## config.mk

```make
export PLATFORM = sky130hd
export DESIGN_NAME = xif_result_buffer
export DESIGN_NICKNAME = d
export VERILOG_FILES = /design/src/rtl/xif_result_buffer.sv
export SDC_FILE = /design/constraint.sdc
export NUM_CORES = 1
export LEC_CHECK = 0
export ABC_AREA = 1
export ABC_CLOCK_PERIOD_IN_PS = 7100
export BUFFER_PORTS_ARGS = -buffer_cell sky130_fd_sc_hd__buf_2
export CAP_MARGIN = 20
export CORE_MARGIN = 2
export CORE_UTILIZATION = 49
export CTS_CLUSTER_DIAMETER = 50
export DETAILED_ROUTE_END_ITERATION = 10
export PLACE_DENSITY = 0.66
export SLEW_MARGIN = 20
export SYNTH_ARGS = -nofsm -noshare
export SYNTH_HDL_FRONTEND = slang
export SYNTH_SLANG_ARGS = --single-unit
```

## constraint.sdc

```tcl
create_clock -name clk_i -period 7.1 [get_ports clk_i]
set_input_delay 1.42 -clock clk_i [delete_from_list [all_inputs] [get_ports clk_i]]
set_output_delay 1.42 -clock clk_i [all_outputs]
set_load 0.05 [all_outputs]
```

## src/rtl/xif_result_buffer.sv

```systemverilog
// In-order result buffer between coprocessor issue and the XIF result interface.
// Slots are allocated at issue, filled by the FU, marked by commit/kill, and retired in order.
module xif_result_buffer #(
    parameter int DEPTH      = 4,
    parameter int X_ID_WIDTH = 4,
    parameter int DATA_WIDTH = 32
) (
    input  logic                    clk_i,
    input  logic                    rst_n,
    input  logic                    alloc_valid_i,
    output logic                    alloc_ready_o,
    input  logic [X_ID_WIDTH-1:0]   alloc_id_i,
    input  logic [4:0]              alloc_rd_i,
    input  logic                    fu_valid_i,
    input  logic [X_ID_WIDTH-1:0]   fu_id_i,
    input  logic [DATA_WIDTH-1:0]   fu_data_i,
    input  logic                    commit_valid_i,
    input  logic [X_ID_WIDTH-1:0]   commit_id_i,
    input  logic                    commit_kill_i,
    output logic                    result_valid_o,
    input  logic                    result_ready_i,
    output logic [X_ID_WIDTH-1:0]   result_id_o,
    output logic [4:0]              result_rd_o,
    output logic [DATA_WIDTH-1:0]   result_data_o,
    output logic                    result_we_o,
    output logic [$clog2(DEPTH):0]  count_o
);
    localparam int PTR_W = $clog2(DEPTH);
    localparam int CNT_W = PTR_W + 1;

    logic [DEPTH-1:0]      r_live;
    logic [DEPTH-1:0]      r_has_data;
    logic [DEPTH-1:0]      r_committed;
    logic [DEPTH-1:0]      r_killed;
    logic [X_ID_WIDTH-1:0] r_id   [DEPTH];
    logic [4:0]            r_rd   [DEPTH];
    logic [DATA_WIDTH-1:0] r_data [DEPTH];
    logic [PTR_W-1:0]      r_head;
    logic [PTR_W-1:0]      r_tail;
    logic [CNT_W-1:0]      r_count;

    logic                  w_alloc;
    logic                  w_head_kill;
    logic                  w_head_valid;
    logic                  w_pop;
    logic [DEPTH-1:0]      w_fu_hit;
    logic [DEPTH-1:0]      w_cm_hit;

    // Only live slots can match, so a slot allocated this cycle ignores same-cycle FU/commit.
    always_comb begin
        w_fu_hit = '0;
        w_cm_hit = '0;
        for (int i = 0; i < DEPTH; i++) begin
            w_fu_hit[i] = fu_valid_i && r_live[i] && (r_id[i] == fu_id_i);
            w_cm_hit[i] = commit_valid_i && r_live[i] && (r_id[i] == commit_id_i);
        end
    end

    assign alloc_ready_o = (r_count != CNT_W'(DEPTH));
    assign w_alloc       = alloc_valid_i && alloc_ready_o;
    assign w_head_kill   = r_live[r_head] && r_killed[r_head];
    assign w_head_valid  = r_live[r_head] && !r_killed[r_head] &&
                           r_committed[r_head] && r_has_data[r_head];
    assign w_pop         = w_head_kill || (w_head_valid && result_ready_i);

    always_ff @(posedge clk_i or negedge rst_n) begin
        if (!rst_n) begin
            r_live      <= '0;
            r_has_data  <= '0;
            r_committed <= '0;
            r_killed    <= '0;
            r_head      <= '0;
            r_tail      <= '0;
            r_count     <= '0;
        end else begin
            for (int i = 0; i < DEPTH; i++) begin
                if (w_fu_hit[i]) begin
                    r_has_data[i] <= 1'b1;
                end
                if (w_cm_hit[i]) begin
                    if (commit_kill_i) begin
                        r_killed[i] <= 1'b1;
                    end else begin
                        r_committed[i] <= 1'b1;
                    end
                end
            end
            if (w_pop) begin
                r_live[r_head] <= 1'b0;
                r_head         <= r_head + PTR_W'(1);
            end
            // Allocation never targets the popped slot: tail==head with a live head means full.
            if (w_alloc) begin
                r_live[r_tail]      <= 1'b1;
                r_has_data[r_tail]  <= 1'b0;
                r_committed[r_tail] <= 1'b0;
                r_killed[r_tail]    <= 1'b0;
                r_tail              <= r_tail + PTR_W'(1);
            end
            r_count <= r_count + CNT_W'(w_alloc) - CNT_W'(w_pop);
        end
    end

    always_ff @(posedge clk_i) begin
        if (w_alloc) begin
            r_id[r_tail] <= alloc_id_i;
            r_rd[r_tail] <= alloc_rd_i;
        end
        for (int i = 0; i < DEPTH; i++) begin
            if (w_fu_hit[i]) begin
                r_data[i] <= fu_data_i;
            end
        end
    end

    assign result_valid_o = w_head_valid;
    assign result_we_o    = w_head_valid;
    assign result_id_o    = w_head_valid ? r_id[r_head]   : '0;
    assign result_rd_o    = w_head_valid ? r_rd[r_head]   : '0;
    assign result_data_o  = w_head_valid ? r_data[r_head] : '0;
    assign count_o        = r_count;

endmodule

```

==> metrics.yaml <==
dpl_cell_area_um2: 8890
post-route-period-util_pct: 68.0
dp.cells: 1027
gp_congestion: 0.870
p_leak_nw: 3.71
ys_ff_latch: 187
antenna_left: 0
cts.sinks: 187
wl_per_cell_um: 18.1
grt_pass1_wl_um: 29600
grt_remaining_overflow: 0
cts_tree: "yes"
cts_hold_buf: 0
drt_iter0_drc: 481
drc: 0
tns_ns: 0
synth_area_leaders: "edfxtp_1 (60%), nor2_1 (8.0%), dfrtp_1 (7.0%), o21ai_0 (5.3%), a21oi_2 (4.3%)"
fp.dieW_um: 134
cts.path.max_buffers: 2
cts_made_buffers: 17
avgViaCountPerCell: 5.35
path_common_cell: "nand3_1"
fmax_mhz: 207
ys_async_sr_fraction_pct: 12.3
cp-start-kind: "flip-flop"
grt_max_degree: 66
wirelength_um: 19200
hold_class: "flip-flop to flip-flop"
clockRootBuffer: "clkbuf_16"
synth_cells: 729
synth.avg_cell_area_um2: 11.3
yosysUniqueCellTypes: 30
dr.pass1.iters: 5
synth_area_um2: 8230
max_stage_delay_ns: 0.65
synth_largest_area_cell: "edfxtp_1"
utilization_pct: 57.7
antenna_found_initial: 1
post_cts_buffers: 0
num_antenna_cells: 0
grt_pass1_vias: 5605
finalSetupViolCount: 0
cap_violations: 0
clk_latency_ns: 0.43
start_util_pct: 49.8
finalNetCount: 893
dominantRegCellSynth: "edfxtp_1"
final_max_slew_viol_count: 0
status: "complete, no violations"
synth_common_cells: "nor2_1 (176), edfxtp_1 (164), o21ai_0 (87)"
synth-edff-count: 164
max_slew_margin_pct: 46.5
num_vias: 5664
required_ns: 5.68
design_area_um2: 9540
worstMarginPinSlew_ns: 0.802
worstPathCellList: "inv_2 -> nand3_1 -> nand3_1 -> nand4_4 -> buf_12 -> a21oi_2 -> buf_2"
finClkSkew_ns: 0.0146
post_cts_resized: 0
critPathSlowestCell: "inv_2"
irDropWorstVdd_v: 0.000197
end_kind: "output pin"
cp_num_buf_inv: 3
path_class: "flip-flop to output pin"
die_area_um2: 17800
post-route-min-period_ns: 4.83
hold_slack_ns: 0.508
rsz0062_at_grt: "no"
die_h_um: 134
cp_data_arrival_time_ns: 3.41
synth.most_common_cell: "nor2_1"
track_usage_pct: 22.0
dpl.hpwl_um: 12100
crit_fanout: 46
cp_top_family: "buffers and inverters"
syn2layout_area_growth_pct: 16.0
path_clk_slew_ns: 0.07
final-hold-violation-count: 0
synthesis.nets: 796
fin_cells: 1059
yosys_warnings: 0
num_io_pins: 103
yosysSeqAreaShare_pct: 66.9
htreeDepth: 4
core-area_um2: 16500
synth.top_cell.area_share_pct: 59.9
io_buffers: 102
drive_gt1_share_pct: 22.8
p_per_area_nw_per_um2: 406
row_count: 47
==> report_power, final <==
part	leakage, nW	switching (mW)	internal, mW
registers	1.77	0.119	1.34
logic	1.62	1.02	0.366
clock network	0.313	0.399	0.625
total	3.71	1.54	2.33
==> through the flow <==
step	power (mW)	setup slack, ns
floorplan	2.54	3.87
global placement	2.82	2.43
detailed placement	2.87	2.75
CTS	3.89	2.27
global route	4.08	2.07
finish	3.87	2.27
==> layer usage <==
metal	share of wire [%]	vias up	routed length, um	GRT usage (%)
met2	51	157	9730	38.1
li1	-	2709	-	-
met5	0.037	-	7	0
met3	4.5	24	855	4.22
met4	1.8	2	337	7.62
met1	43	2772	8240	27.8
==> cells by family after synthesis <==
group / share of synthesized area, %
flip-flops: 66.9
adder cells (fa/ha/maj): 1.76
buffers and inverters: 4.78
AO/OA/AOI/OAI: 11.8
AND/OR/NAND/NOR: 14.1
XOR/XNOR: 0.745
==> worst paths after layout <==
path	from	to	slack, ns	cells past startpoint
setup / recovery	r_head[0]	result_rd_o[4]	2.27	7
hold / removal	r_has_data[0]	r_has_data[0]	0.51	2
setup reg to reg	r_head[0]	count_o[1]	3.82	11
hold reg to reg	r_has_data[0]	r_has_data[0]	0.51	2
max in group asynchronous	rst_n	r_head[0]	5.74	1
min in group asynchronous	rst_n	count_o[0]	0.96	1
==> cell type report <==
type | count | area [um^2]
Clock buffer | 17 | 425
Clock inverter | 15 | 221
Fill cell | 1347 | 6980
Inverter | 51 | 191
Multi-Input combinational cell | 458 | 2330
Sequential cell | 187 | 5510
Tap cell | 220 | 275
Timing Repair Buffer | 111 | 591
==> cell usage in the layout, fill, tap and decap left out, drive strengths merged <==
master	n
nand3	39
clkinv	11
fa	1
bufinv	5
clkbuf	17
inv	49
edfxtp	164
xor2	5
o21ai	91
o22ai	4
dfrtp	23
a31oi	1
a21oi	60
nor3	2
ha	10
clkinvlp	1
xnor2	2
nand4	4
o211ai	4
nor2	176
nand2	59
buf	111
==> tightest hold or removal path, delay by kind of cell, from the launching register on <==
family           cells  cell delay, ns
flip-flops           1            0.35
AND/OR/NAND/NOR      2            0.12
==> flip-flops by register name (all words and copies together), names as in the netlist <==
signal / flops
r_head: 2
r_has_data: 4
r_data: 128
r_tail: 2
r_live: 4
r_id: 16
r_killed: 4
r_committed: 4
count_o: 3
r_rd: 20
Power figures use the tool's default switching activity.
